**config.mk**
```make
export PLATFORM = sky130hd
export DESIGN_NAME = cnn_tile_loader
export DESIGN_NICKNAME = d
export VERILOG_FILES = /design/src/rtl/cnn_pkg.sv /design/src/rtl/cnn_kernel_unpack.sv /design/src/rtl/cnn_tile_loader.sv
export SDC_FILE = /design/constraint.sdc
export NUM_CORES = 1
export LEC_CHECK = 0
export CAP_MARGIN = 5
export CELL_PAD_IN_SITES_DETAIL_PLACEMENT = 1
export CELL_PAD_IN_SITES_GLOBAL_PLACEMENT = 2
export CORE_MARGIN = 8
export CORE_UTILIZATION = 29
export CTS_CLUSTER_DIAMETER = 120
export DETAILED_ROUTE_END_ITERATION = 7
export PLACE_DENSITY = 0.92
export SLEW_MARGIN = 40
export SYNTH_ARGS = -nofsm -noshare
export SYNTH_HDL_FRONTEND = slang
export SYNTH_SLANG_ARGS = --single-unit
export TNS_END_PERCENT = 1
```
**constraint.sdc**
```tcl
create_clock -name clk -period 5.65 [get_ports clk]
set_input_delay 1.4125 -clock clk [delete_from_list [all_inputs] [get_ports clk]]
set_output_delay 1.4125 -clock clk [all_outputs]
set_load 0.02 [all_outputs]
```
**src/rtl/cnn_pkg.sv**
```systemverilog
// Shared constants, state encoding and the kernel word-to-tap mapping used by
// the tile loader and the downstream compute units.
package cnn_pkg;

    localparam int DATA_W      = 32;
    localparam int BYTE_W      = 8;
    localparam int NUM_WORDS   = 14;
    localparam int IFMAP_WORDS = 8;
    localparam int KERNEL_TAPS = 9;
    localparam int TILE_BYTES  = 16;

    typedef enum logic [1:0] {
        ST_EMPTY = 2'd0,
        ST_FILL  = 2'd1,
        ST_FULL  = 2'd2
    } state_t;

    // Kernel word kw (0..5 = load words 8..13) writes this tap from bits [15:8].
    function automatic logic [3:0] kword_hi_tap(input logic [2:0] kw);
        case (kw)
            3'd0:    return 4'd0;
            3'd1:    return 4'd2;
            3'd2:    return 4'd3;
            3'd3:    return 4'd5;
            3'd4:    return 4'd6;
            3'd5:    return 4'd8;
            default: return 4'd0;
        endcase
    endfunction

    // Even kernel words also carry the next tap in bits [7:0].
    function automatic logic kword_has_lo(input logic [2:0] kw);
        return ~kw[0];
    endfunction

endpackage

```
**src/rtl/cnn_kernel_unpack.sv**
```systemverilog
// Decodes one load word into kernel-bus byte writes and zero flags, indexed in
// bus order (slot 8 = tap 0) so the results drop straight onto kernel/mask.
module cnn_kernel_unpack
    import cnn_pkg::*;
(
    input  logic                                    en,
    input  logic [3:0]                              word_idx,
    input  logic [15:0]                             word,
    output logic [KERNEL_TAPS-1:0]                  bus_we,
    output logic [KERNEL_TAPS-1:0][BYTE_W-1:0]      bus_byte_we,
    output logic [KERNEL_TAPS-1:0][BYTE_W-1:0]      bus_byte,
    output logic [KERNEL_TAPS-1:0]                  bus_zero
);

    logic [2:0] kw;
    logic [3:0] hi_slot;
    logic [3:0] lo_slot;

    always_comb begin
        bus_we      = '0;
        bus_byte_we = '0;
        bus_byte    = '0;
        bus_zero    = '0;
        // Kernel words 8..13 have their kernel-relative index in the low 3 bits.
        kw      = word_idx[2:0];
        hi_slot = 4'd8 - kword_hi_tap(kw);
        lo_slot = hi_slot - 4'd1;
        if (en && word_idx >= 4'(IFMAP_WORDS) && word_idx < 4'(NUM_WORDS)) begin
            bus_we[hi_slot]      = 1'b1;
            bus_byte_we[hi_slot] = '1;
            bus_byte[hi_slot]    = word[15:8];
            bus_zero[hi_slot]    = (word[15:8] == 8'h00);
            if (kword_has_lo(kw)) begin
                bus_we[lo_slot]      = 1'b1;
                bus_byte_we[lo_slot] = '1;
                bus_byte[lo_slot]    = word[7:0];
                bus_zero[lo_slot]    = (word[7:0] == 8'h00);
            end
        end
    end

endmodule

```
**src/rtl/cnn_tile_loader.sv**
```systemverilog
// Collects 14 load words into a 4x4 ifmap tile and 3x3 kernel, then offers the
// tile downstream with a valid/ready handshake.
//
// state    | meaning
// ST_EMPTY | no words held, fill_count = 0
// ST_FILL  | 1..13 words held, next load goes to word fill_count
// ST_FULL  | complete tile presented, data frozen until tile_ready
module cnn_tile_loader
    import cnn_pkg::*;
(
    input  logic                              clk,
    input  logic                              rst,
    input  logic                              load_en,
    input  logic [DATA_W-1:0]                 load_data,
    input  logic                              clear,
    input  logic                              tile_ready,
    output logic                              tile_valid,
    output logic [TILE_BYTES*BYTE_W-1:0]      ifmap,
    output logic [KERNEL_TAPS*BYTE_W-1:0]     kernel,
    output logic [KERNEL_TAPS-1:0]            kernel_zero_mask,
    output logic [3:0]                        fill_count,
    output logic                              load_drop
);

    state_t                                 state_q, state_d;
    logic [3:0]                             fill_q, fill_d;
    logic                                   drop_q, drop_d;
    logic [TILE_BYTES-1:0][BYTE_W-1:0]      ifmap_q, ifmap_d;
    logic [KERNEL_TAPS-1:0][BYTE_W-1:0]     kernel_q, kernel_d;
    logic [KERNEL_TAPS-1:0]                 mask_q, mask_d;

    logic                                   wr_en;
    logic [3:0]                             wr_idx;
    logic [15:0]                            word;
    logic [3:0]                             if_slot_hi;
    logic [3:0]                             if_slot_lo;
    logic [KERNEL_TAPS-1:0]                 bus_we;
    logic [KERNEL_TAPS-1:0][BYTE_W-1:0]     bus_byte_we;
    logic [KERNEL_TAPS-1:0][BYTE_W-1:0]     bus_byte;
    logic [KERNEL_TAPS-1:0]                 bus_zero;
    logic                                   unused_load_hi;

    assign word           = load_data[15:0];
    assign unused_load_hi = ^load_data[DATA_W-1:16];

    cnn_kernel_unpack u_unpack (
        .en          (wr_en),
        .word_idx    (wr_idx),
        .word        (word),
        .bus_we      (bus_we),
        .bus_byte_we (bus_byte_we),
        .bus_byte    (bus_byte),
        .bus_zero    (bus_zero)
    );

    always_comb begin
        state_d = state_q;
        fill_d  = fill_q;
        drop_d  = 1'b0;
        wr_en   = 1'b0;
        wr_idx  = fill_q;
        case (state_q)
            ST_EMPTY: begin
                if (load_en) begin
                    wr_en   = 1'b1;
                    wr_idx  = 4'd0;
                    fill_d  = 4'd1;
                    state_d = ST_FILL;
                end
            end
            ST_FILL: begin
                if (load_en) begin
                    wr_en  = 1'b1;
                    fill_d = fill_q + 4'd1;
                    if (fill_q == 4'(NUM_WORDS - 1)) begin
                        state_d = ST_FULL;
                    end
                end
            end
            ST_FULL: begin
                if (tile_ready) begin
                    // A load in the handshake cycle starts the next tile.
                    wr_en   = load_en;
                    wr_idx  = 4'd0;
                    fill_d  = load_en ? 4'd1 : 4'd0;
                    state_d = load_en ? ST_FILL : ST_EMPTY;
                end else if (load_en) begin
                    drop_d = 1'b1;
                end
            end
            default: begin
                state_d = ST_EMPTY;
                fill_d  = 4'd0;
            end
        endcase
        if (clear) begin
            state_d = ST_EMPTY;
            fill_d  = 4'd0;
            drop_d  = 1'b0;
            wr_en   = 1'b0;
        end
    end

    always_comb begin
        ifmap_d    = ifmap_q;
        if_slot_hi = 4'd15 - {wr_idx[2:0], 1'b0};
        if_slot_lo = if_slot_hi - 4'd1;
        if (wr_en && wr_idx < 4'(IFMAP_WORDS)) begin
            ifmap_d[if_slot_hi] = word[15:8];
            ifmap_d[if_slot_lo] = word[7:0];
        end
        kernel_d = (kernel_q & ~bus_byte_we) | (bus_byte & bus_byte_we);
        mask_d   = (mask_q & ~bus_we) | (bus_zero & bus_we);
    end

    always_ff @(posedge clk) begin
        if (rst) begin
            state_q  <= ST_EMPTY;
            fill_q   <= 4'd0;
            drop_q   <= 1'b0;
            ifmap_q  <= '0;
            kernel_q <= '0;
            mask_q   <= '1;
        end else begin
            state_q  <= state_d;
            fill_q   <= fill_d;
            drop_q   <= drop_d;
            ifmap_q  <= ifmap_d;
            kernel_q <= kernel_d;
            mask_q   <= mask_d;
        end
    end

    assign tile_valid       = (state_q == ST_FULL);
    assign ifmap            = ifmap_q;
    assign kernel           = kernel_q;
    assign kernel_zero_mask = mask_q;
    assign fill_count       = fill_q;
    assign load_drop        = drop_q;

endmodule
```
==> After elaboration in Yosys (flattened, before gate mapping) <==
Index checks and enable logic that the tools add are counted.
{ "word_totals": {"register_bits": 216, "latchBits": 0, "mem_bits_rw": 0, "rom_bits": 0, "inputBits": 37, "elab_cells": 128, "memories": 0} }
{ "op_classes": {"addsub": 5, "mul": 0, "div_mod_pow": 0, "n_lt_le_gt_ge": 11, "n_eq_ne": 12, "shifts": 0, "muxes": 43, "bitwise_logic": 13, "reduce_logical": 15} }
{ "ops": {"columns": ["op", "n"], "rows": [
  ["two-way mux 72 bit", 4],
  ["bitwise mux 128 bit", 2],
  ["bitwise AND 72 bit", 3],
  ["OR 72 bit", 2],
  ["demux 8 bit (select 4 bit)", 4],
  ["bitwise mux 72 bit", 1],
  ["inverter 72 bit", 1],
  ["two-way mux 9 bit", 4],
  ["two-way mux 8 bit", 4],
  ["bitwise AND 9 bit", 3],
  ["< comparator 4 x 5 -> 1 bit (second input constant)", 4],
  ["two-way mux 4 bit", 5],
  ["one-hot mux 4 bit (5 select lines)", 1],
  ["OR 9 bit", 2],
  [">= comparator 4 x 1 -> 1 bit (second input constant)", 4],
  ["logical NOT 8 bit", 2],
  ["one-hot mux 4 bit (3 select lines)", 1],
  ["bitwise mux 9 bit", 1],
  ["inverter 9 bit", 1],
  ["demux 1 bit (select 4 bit)", 2],
  ["< comparator 4 bit (second input constant)", 2],
  ["two-way mux 2 bit", 4],
  ["!= test 2 bit (second input constant)", 4],
  ["one-hot mux 4 bit (2 select lines)", 1],
  ["20 further kinds", 37]
]} }

==> Logic depth before layout (Yosys ltp) <==
{ "logic_depth": {"depth_word": 16, "depth_mapped": 8, "mapped_depth_nobuf": 5} }

==> Cells and area by module <==
A second synthesis with hierarchy kept.
{ "hier_totals": {"cells_unflattened": 964, "hier_area_um2": 9028.7} }
{ "modules_own_cells": {"columns": ["module", "n_inst", "cells_each", "area_per_inst_um2", "seq_area_each_um2"], "rows": [
  ["cnn_tile_loader", 1, 756, 7785.0, 4324.1],
  ["cnn_kernel_unpack", 1, 208, 1243.7, 0.0]
]} }

==> Least setup slack after synthesis <==
OpenSTA, ideal clock, no wires.
{ "synth_path": {"path_type": "input -> register", "from": "in load_en", "to": "reg ifmap_q (netlist bit ifmap[70])", "setup_ps": 116, "arrival_time_ps": 2947, "t_required_ps": 5534, "path_slack_ps": 2588, "cell_stages": 6, "path_buffers": 2, "path_cell_list": "buf_2 mux2_4 a2111oi_4 nand2_4 buf_6 a31o_1"} }
{ "synth_between": {"elab_chain_len": 9, "elab_cells_between_ends": 22, "cone_classes": "2 x add/sub; 5 x order compare; 12 x mux; 3 x reduce/logical"} }
{ "synth_lines": {"columns": ["item", "line_no", "rtl"], "rows": [
  ["from (decl)", "cnn_tile_loader.sv:13", "input logic load_en,"],
  ["two-way mux 4 bit", "cnn_tile_loader.sv:64", "if (load_en) begin"],
  ["one-hot mux 4 bit (2 select lines)", "cnn_tile_loader.sv:62", "case (state_q)"],
  ["subtractor 4 bit", "cnn_tile_loader.sv:106", "if_slot_hi = 4'd15 - {wr_idx[2:0], 1'b0};"],
  ["subtractor 4 x 1 -> 4 bit (tied with other cells)", "cnn_tile_loader.sv:107", "if_slot_lo = if_slot_hi - 4'd1;"],
  ["< comparator 4 x 5 -> 1 bit (implied by the code) (tied with other cells)", "cnn_tile_loader.sv:110", "ifmap_d[if_slot_lo] = word[7:0];"],
  ["logical AND 1 bit (implied by the code) or two-way mux 8 bit (tied branches)", "cnn_tile_loader.sv:110, cnn_tile_loader.sv:109", null],
  ["two-way mux 8 bit (implied by the code) or demux 8 bit (select 4 bit) (tied branches)", "cnn_tile_loader.sv:110, cnn_tile_loader.sv:109", null],
  ["demux 8 bit (select 4 bit) or bitwise mux 128 bit (tied branches)", "cnn_tile_loader.sv:110, cnn_tile_loader.sv:109", null],
  ["bitwise mux 128 bit", "cnn_tile_loader.sv:110", null],
  ["to (signal assigned)", "cnn_tile_loader.sv:128", "ifmap_q <= ifmap_d;"],
  ["to (decl)", "cnn_tile_loader.sv:28", "logic [TILE_BYTES-1:0][BYTE_W-1:0] ifmap_q, ifmap_d;"]
]} }
Parallel ways exist; a longest one is shown, timed or not.
A chain may end at the register's enable or synchronous reset.

==> Worst setup path in the final report <==
{ "layout_path": {"from": "in load_en", "to": "reg ifmap_q (netlist bit ifmap[71])"} }
The elaborated chain is that of the path after synthesis.

==> results.toml <==
[final_layout]
final_layout_size_suffix_gt1_share_pct = 8.63
finalNonFillerCells = 1543
area_delta_synth_final_pct = 41.1
layout.nets = 1180
antenna_cells = 0

[placed_design]
pre_cts_slack_ns = 1.58
portBuffers = 235
dpl.hpwl_mm = 23.1
gp_congestion = 0.771
placedCellCount = 1498

[worst_setup_path]
critPathCaptureType = "flop"
crit_end = "ifmap[71]"
cp_data_arrival_time_ns = 3.96
crit_type = "in2reg"
cp.required_ns = 6.06
worst-r2r-setup-slack_ns = 2.70
crit_path_max_fanout = 16
reg2regPathDepth = 4
cp-start-kind = "primary input"
rr_endpoint = "ifmap[71]"
reg2reg_from = "state_q[0]"
startpoint = "load_en"

[logic_synthesis]
ys_ff_latch = 216
synth.distinct_cells = 51
syn_nets = 987
async_flop_share_pct = 0
synth-seq-area-share_pct = 51.0
syn-instance-count = 948
avgSynthCellArea_um2 = 8.95
synth_area_um2 = 8480
synthFlopType = "dfxtp_1"
ys_warn_count = 0
synth_edf_count = 0

[global_routing]
grt_pass1_wl_mm = 52.9
grt_overflow = 0
grt_pass1_vias = 8244
grt_max_degree = 101
grt_usage_pct = 19.2
antenna_found_initial = 0

[floorplan]
start_util_pct = 29.5
rows = 62
io_pins = 252
fp.dieW_um = 187
die_area_um2 = 35000
die_h_um = 187
coreArea_um2 = 28800

[clock_tree]
post_cts_buffers = 0
numCtsBuffers = 25
hold_buffers = 0
cts_max_path_buffers = 3
cts_resized = 0
cts-root-buf = "clkbuf_16"
numClockSinks = 216
htree_levels = 1
cts_tree = "done"
insertion_delay_ns = 0.52
clkTransAtPathRegs_ns = 0.06

[timing]
hold_viol = 0
slew_headroom_pct = 41.6
finClkSkew_ns = 0.0107
rsz0062_at_grt = "false"
setup_slack_ns = 2.10
fin_crit_ns = 3.55
tns_ns = 0
max_freq_mhz = 281
period_share_pct = 62.9
setup_violations = 0
finalMaxSlewViolations = 0
worst_pin_slew_ns = 0.873

[power]
p_per_area_nw_per_um2 = 282
vdd_drop_max_v = 0.000204
p_leak_nw = 4.11

[route]
detail_route.iter0.violations = 460
avgViaCountPerCell = 5.18
ant_nets = 0
avgRoutedWirePerCell_um = 23.0
vias = 7993
finalWirelength_mm = 35.4
drtPass1Iterations = 4
route.detailed.drc = 0

[flow_run]
maxCapViolCount = 0

[outcome]
status = "finished clean"

[worst_hold_path]
hp-class = "reg2reg"
## cells by family (layout without fill, tap and decap cells)
logic type | Yosys count | in the layout | synth area share, %
muxes | 86 | 86 | 10.2
DFF | 216 | 216 | 51.0
and+or+nand+nor | 283 | 283 | 16.0
xor gates and xnor gates | 1 | 1 | 0.103
AOI/OAI and AO/OA | 258 | 258 | 17.4
buffers and inverters | 102 | 313 | 5.09
adders and majority gates | 2 | 2 | 0.295
## critical path, stage by stage
cell and delay (ns):
clkdlybuf4s50_1 0.63, mux2_4 0.45, a2111oi_4 0.80, nand2_4 0.31
a31o_2 0.34
## synthesized netlist by cell type (7+ instances only)
master,number,area (um2)
nand3_1,114,571
nand2_1,80,300
mux2i_1,85,851
o211ai_1,7,52.6
a31o_1,10,87.6
nor2_1,39,146
nor2b_1,7,43.8
buf_2,11,55.1
clkbuf_1,74,278
nor3_1,22,110
a21oi_1,107,536
dfxtp_1,216,4320
o21ai_0,106,531
## worst min-delay path by stage
stage,from,end,cells past startpoint
2_1_floorplan,flop,flop,2
3_3_place_gp,flop,flop,2
3_5_place_dp,flop,flop,2
4_1_cts,flop,flop,2
5_1_grt,flop,flop,2
6_report,flop,flop,2
## power breakdown
group / total (W) / switching (W) / internal [W]
Combinational: 0.000184 / 0.000138 / 0.0000456
Sequential: 0.00154 / 0.00000765 / 0.00153
Clock: 0.00166 / 0.000640 / 0.00102
Total: 0.00338 / 0.000786 / 0.00259
## cells in the final DEF (no fill, tap or decap), drive strengths merged, types with 3 or more instances in the layout
master / n
clkdlybuf4s50: 228
dfxtp: 216
nand3: 116
a21oi: 107
o21ai: 107
mux2i: 85
nand2: 81
nor2: 40
clkbuf: 37
buf: 34
nor3: 23
a31o: 16
nor2b: 7
o211ai: 7
nor4: 6
a21boi: 5
clkinv: 5
inv: 4
bufinv: 3
o2111ai: 3
## area by class of cell
cell class	instances	area (um2)
fill	3264	16800
sequential	216	4320
multi-input combinational	630	3770
timing repair buffer	262	2530
clock buffer	37	721
tap	384	480
clock inverter	8	120
inverter	6	22.5
## routing by layer
metal  track usage (%)  vias to the layer above  routed length (um)
li1                  -                     3720                   -
met1              23.3                     3979               15000
met2              32.5                      261               16700
met3              6.73                       33                3080
met4              4.15                        0                 593
met5                 0                        -                   0
## per-stage QoR
stage | utilization (%) | power [W] | hold slack [ns] | area, um2
final | 41.6 | 0.00338 | 0.453 | 12000
after global routing | 41.6 | 0.00349 | 0.476 | 12000
after detailed placement | 38.6 | 0.00176 | 0.451 | 11100
after global placement | 38.7 | 0.00175 | 0.443 | 11100
after floorplan | - | 0.00166 | 0.533 | 8480
after CTS | 41.6 | 0.00342 | 0.457 | 12000
Note: power is estimated with default switching activity, not from simulation.
==> RTL edit 1 (same settings) <==
Re-encode `state_t` (3 states) as one-hot, 3 bits wide.
--- a/src/rtl/cnn_pkg.sv
+++ b/src/rtl/cnn_pkg.sv
@@ -9,10 +9,10 @@
     localparam int KERNEL_TAPS = 9;
     localparam int TILE_BYTES  = 16;
 
-    typedef enum logic [1:0] {
-        ST_EMPTY = 2'd0,
-        ST_FILL  = 2'd1,
-        ST_FULL  = 2'd2
+    typedef enum logic [2:0] {
+        ST_EMPTY = 3'b001,
+        ST_FILL  = 3'b010,
+        ST_FULL  = 3'b100
     } state_t;
 
     // Kernel word kw (0..5 = load words 8..13) writes this tap from bits [15:8].
Function: same outputs for any inputs over 4 cycles, from zero or initial values and one cycle with rst high; so few cycles prove little.
==> RTL edit 1 against the original RTL <==
- sequential share of layout area increased by 0.51 points
- utilization increased by 0.058 points
- cell area decreased by 0.94%
- synthesized cell count decreased by 0.84%
- routed wire length decreased by 10%
- first-iteration DRC count decreased by 4.8%
- area after synthesis decreased by 2.2%
- critical path depth unchanged
- power decreased by 1.0%
- worst setup slack got worse by 0.43 ns
- sequential cell count increased by 1
- count of clock-buffer cells in the layout increased by 2
==> RTL edit 1: results (changes against the original RTL) <==
metric	value	unit	change
leakage component of the power	4.27	nW	+3.8%
routed via count divided by cell count	4.78		-7.7%
insertion delay of the later-clocked pin in the worst-skew pair	0.52	ns	about the same
net count after synthesis	979		-0.81%
Critical Path AT	4.35	ns	+0.39 ns
largest net degree at the start of global routing	95		-5.9%
number of antenna cells inserted	0		unchanged
setup skew after layout	0.0172	ns	+0.00640 ns
Reg2Reg Setup Slack	2.90	ns	+0.20 ns
top cells by area in the synthesized netlist	dfxtp_1 (52%), nand2_1 (10%), mux2i_1 (7.8%)		
Worst Hold Path Cells	2		unchanged
instance area after placement	11000	sq um	-1.1%
placement-stage worst setup slack	1.12	ns	-0.462 ns
post-synthesis sequential area ratio	0.523		+0.0137
number of antenna violations at the first check in global routing	1		+1
maximum vdd ir drop	0.165	mV	-19%
number of buffers added by the clock tree synthesis step	25		unchanged
count of TritonRoute iterations in the first routing pass	5		+1
number of library cell types mapped by synthesis	48		-5.9%
fraction of final layout cells with drive strength greater than 1	0.0769		-0.00936
post-detailed-routing wire length	31700	microns	-10%
global routing usage summed across all routing layers	0.180		-0.0129
fmax	251	MHz	-11%
net count reported at finish	1191		+0.93%
first-pass GRT wire length	47500	microns	-10%
number of filler cells placed in the layout	3281		+0.52%
half-perimeter wire length after placement	21800	microns	-5.5%
most instantiated cells after synthesis	nand2_1 (226), dfxtp_1 (217), a21oi_1 (121)		
Final GP Congestion	0.768		-0.35%
Worst Max-Slew Pin Slew	0.819	ns	-0.0536 ns
detailed router's first-iteration violation count	438		-4.8%
run status	finished, final reports clean		
via count of the first global-routing pass	7823		-5.1%
## RTL edit 1: path summary, 6_finish.rpt
| check | from | to |
|---|---|---|
| max | load_en | ifmap[1] |
| min | ifmap[64] | ifmap[64] |
| max reg2reg | state_q[1] | ifmap[44] |
| min reg2reg | ifmap[64] | ifmap[64] |
## RTL edit 1: layout make-up
class,count,area [sq um],share of cell area
Clock buffer,39,788,0.0665
Clock inverter,6,58.8,0.00496
Inverter,2,7.51,0.000633
Multi-Input combinational cell,641,3600,0.304
Sequential cell,217,4340,0.366
Tap cell,384,480,0.0405
Timing Repair Buffer,265,2580,0.217
## RTL edit 1: stage by stage
step / utilization / instances / hold slack [ns]
finish: 0.416 / 1554 / 0.452
global route: 0.416 / 1554 / 0.468
CTS: 0.416 / 1552 / 0.451
detailed placement: 0.386 / 1507 / 0.446
global placement: 0.384 / 1497 / 0.437
floorplan: - / 940 / 0.530
## RTL edit 1: logic make-up after synthesis
| group | Yosys count | synth area share |
|---|---|---|
| mux | 66 | 0.0798 |
| simple gates | 398 | 0.238 |
| compound gates | 172 | 0.109 |
| xor+xnor | 3 | 0.00317 |
| buf+inv | 82 | 0.0434 |
| fa+ha+maj | 2 | 0.00301 |
| flops | 217 | 0.523 |
## RTL edit 1: where the power goes
part           internal [mW]  leakage, nW  switching, mW
clock                  0.998        0.425          0.647
sequential              1.54         1.75        0.00675
combinational         0.0521         2.10          0.103
total                   2.59         4.27          0.757
## RTL edit 1: routing by layer
| metal | share of wire | track usage |
|---|---|---|
| met4 | 0.023 | 0.0467 |
| met5 | 0 | 0 |
| met2 | 0.49 | 0.315 |
| met1 | 0.41 | 0.212 |
| met3 | 0.081 | 0.0518 |
## RTL edit 1: critical path, stage by stage
cell,delay (ns)
clkdlybuf4s50_1,0.78
nor2b_1,0.67
a32o_2,0.31
or4b_2,0.94
mux2i_1,0.22
==> RTL edit 2 (same settings) <==
Made on the original files. The package constant `TILE_BYTES` goes from 16 to 8.
--- a/src/rtl/cnn_pkg.sv
+++ b/src/rtl/cnn_pkg.sv
@@ -7,7 +7,7 @@
     localparam int NUM_WORDS   = 14;
     localparam int IFMAP_WORDS = 8;
     localparam int KERNEL_TAPS = 9;
-    localparam int TILE_BYTES  = 16;
+    localparam int TILE_BYTES  = 8;
 
     typedef enum logic [1:0] {
         ST_EMPTY = 2'd0,
Ports: changed (resized ifmap); port bits go from 252 to 188. No check against the original RTL was run, so the function may have changed too.
==> RTL edit 2 against the original RTL <==
- sequential cell count down 64
- utilization up 0.24 points
- area after synthesis down 32%
- routed wire length down 43%
- critical path type unchanged
- clock skew down 0.0051 ns
- largest cell class unchanged
- cell area down 32%
- worst setup slack better by 0.025 ns
- power down 33%
==> RTL edit 2: results (changes against the original RTL) <==
metric	value	unit	change
run status	finished, final reports clean		
proportion of synthesized area in mux cells	0.157		+0.0549
XOR/XNOR share of the synthesized area	0		-0.00103
layout inverter count without the clock tree	7		+1
post-detailed-routing wire length	20200	microns	-43%
detailed-route wire length per cell	19.6	microns	-15%
first-pass GRT wire length	30000	microns	-43%
power attributed to the clock group	1.13	mW	-32%
half-perimeter wire length after placement	13600	microns	-41%
most instantiated cells after synthesis	dfxtp_1 (152), nand2_1 (97), nor2_1 (95)		
insertion delay of the later-clocked pin in the worst-skew pair	0.42	ns	-0.10 ns
placement-stage worst setup slack	1.67	ns	+0.0831 ns
net count reported at finish	795		-33%
Post-Synth Adder-Cell Area	0.00435		+0.00140
Combinational Power Share	0.033		-0.021
global routing usage summed across all routing layers	0.163		-0.0293
count of buffers inserted at the top-level ports	171		-27%
detailed router's first-iteration violation count	217		-53%
number of buffers on the longest clock path	2		-1
met2 layer usage reported by global route	0.280		-0.0452
multi-input gates	400		-37%
total number of H-tree levels	4		+3
Non-clock buffer share	0.216		+0.00517
maximum vdd ir drop	0.200	mV	-2.3%
FFs w/ async S/R, synth	0		unchanged
sequential cell area	3040	sq um	-30%
Via Count	4829		-40%
Synth Warn #	0		unchanged
synthesized-area fraction occupied by ao, oa, aoi and oai cells	0.0736		-0.100
Final GP Congestion	0.741		-3.8%
instance area after placement	7550	sq um	-32%
global routing met3 resource utilization	0.0576		-0.00966
post-synthesis sequential area ratio	0.529		+0.0197
Slew HR	0.459		+0.0423
number of library cell types mapped by synthesis	43		-16%
setup skew after layout	0.00566	ns	-0.00509 ns
Int Power	1.77	mW	-32%
Worst path slowest cell	nand4_1		
number of clock buffers in the layout	21		-43%
leakage component of the power	3.10	nW	-25%
kind of cell adding the most delay to the critical path	simple AND/OR/NAND/NOR gates		
net count after synthesis	654		-34%
via count of the first global-routing pass	4938		-40%
delay contributed by the slowest stage of the critical path	0.67	ns	-0.13 ns
Critical Path AT	3.81	ns	-0.15 ns
final standard cell utilization of the core	0.418		+0.00245
overall power of the completed layout	2.28	mW	-33%
largest fanout on the critical path	11		-5
met1 layer usage reported by global route	0.191		-0.0415
number of buffers added by the clock tree synthesis step	17		-32%
number of filler cells placed in the layout	2194		-33%
area fraction of clock buffers and clock inverters	0.0716		+0.00137
Repair and plain buffers	178		-32%
largest net degree at the start of global routing	90		-11%
syn avg cell area	9.35	sq um	+4.4%
fraction of final layout cells with drive strength greater than 1	0.0663		-0.0200
==> RTL edit 2: cell families (layout without fill, tap and decap cells) <==
kind of cell | count (synthesis) | in the layout
multiplexers | 90 | 90
buffers and inverters | 63 | 217
flip-flops | 152 | 152
AO/OA/AOI/OAI | 71 | 71
AND/OR/NAND/NOR | 237 | 237
adder cells (fa/ha/maj) | 2 | 2
==> RTL edit 2: worst paths after layout <==
check,slack (ns),cells after the start,to,from
worst max register to register,3.14,5,register,state_q[0]
worst min register to register,0.45,2,ifmap[26],ifmap[26]
worst min-delay path,0.45,2,ifmap[26],ifmap[26]
worst max-delay path,2.12,6,register,load_en
==> RTL edit 2: worst min-delay path: stages, from the launching register on <==
cell     delay (ns)
dfxtp_1        0.30
nand2_1        0.05
a21oi_1        0.05
==> RTL edit 2: routing by layer <==
metal / wire length (microns) / share of wire
met5: 0 / 0
met3: 1490 / 0.074
met4: 176 / 0.0087
met1: 8580 / 0.42
met2: 9970 / 0.49
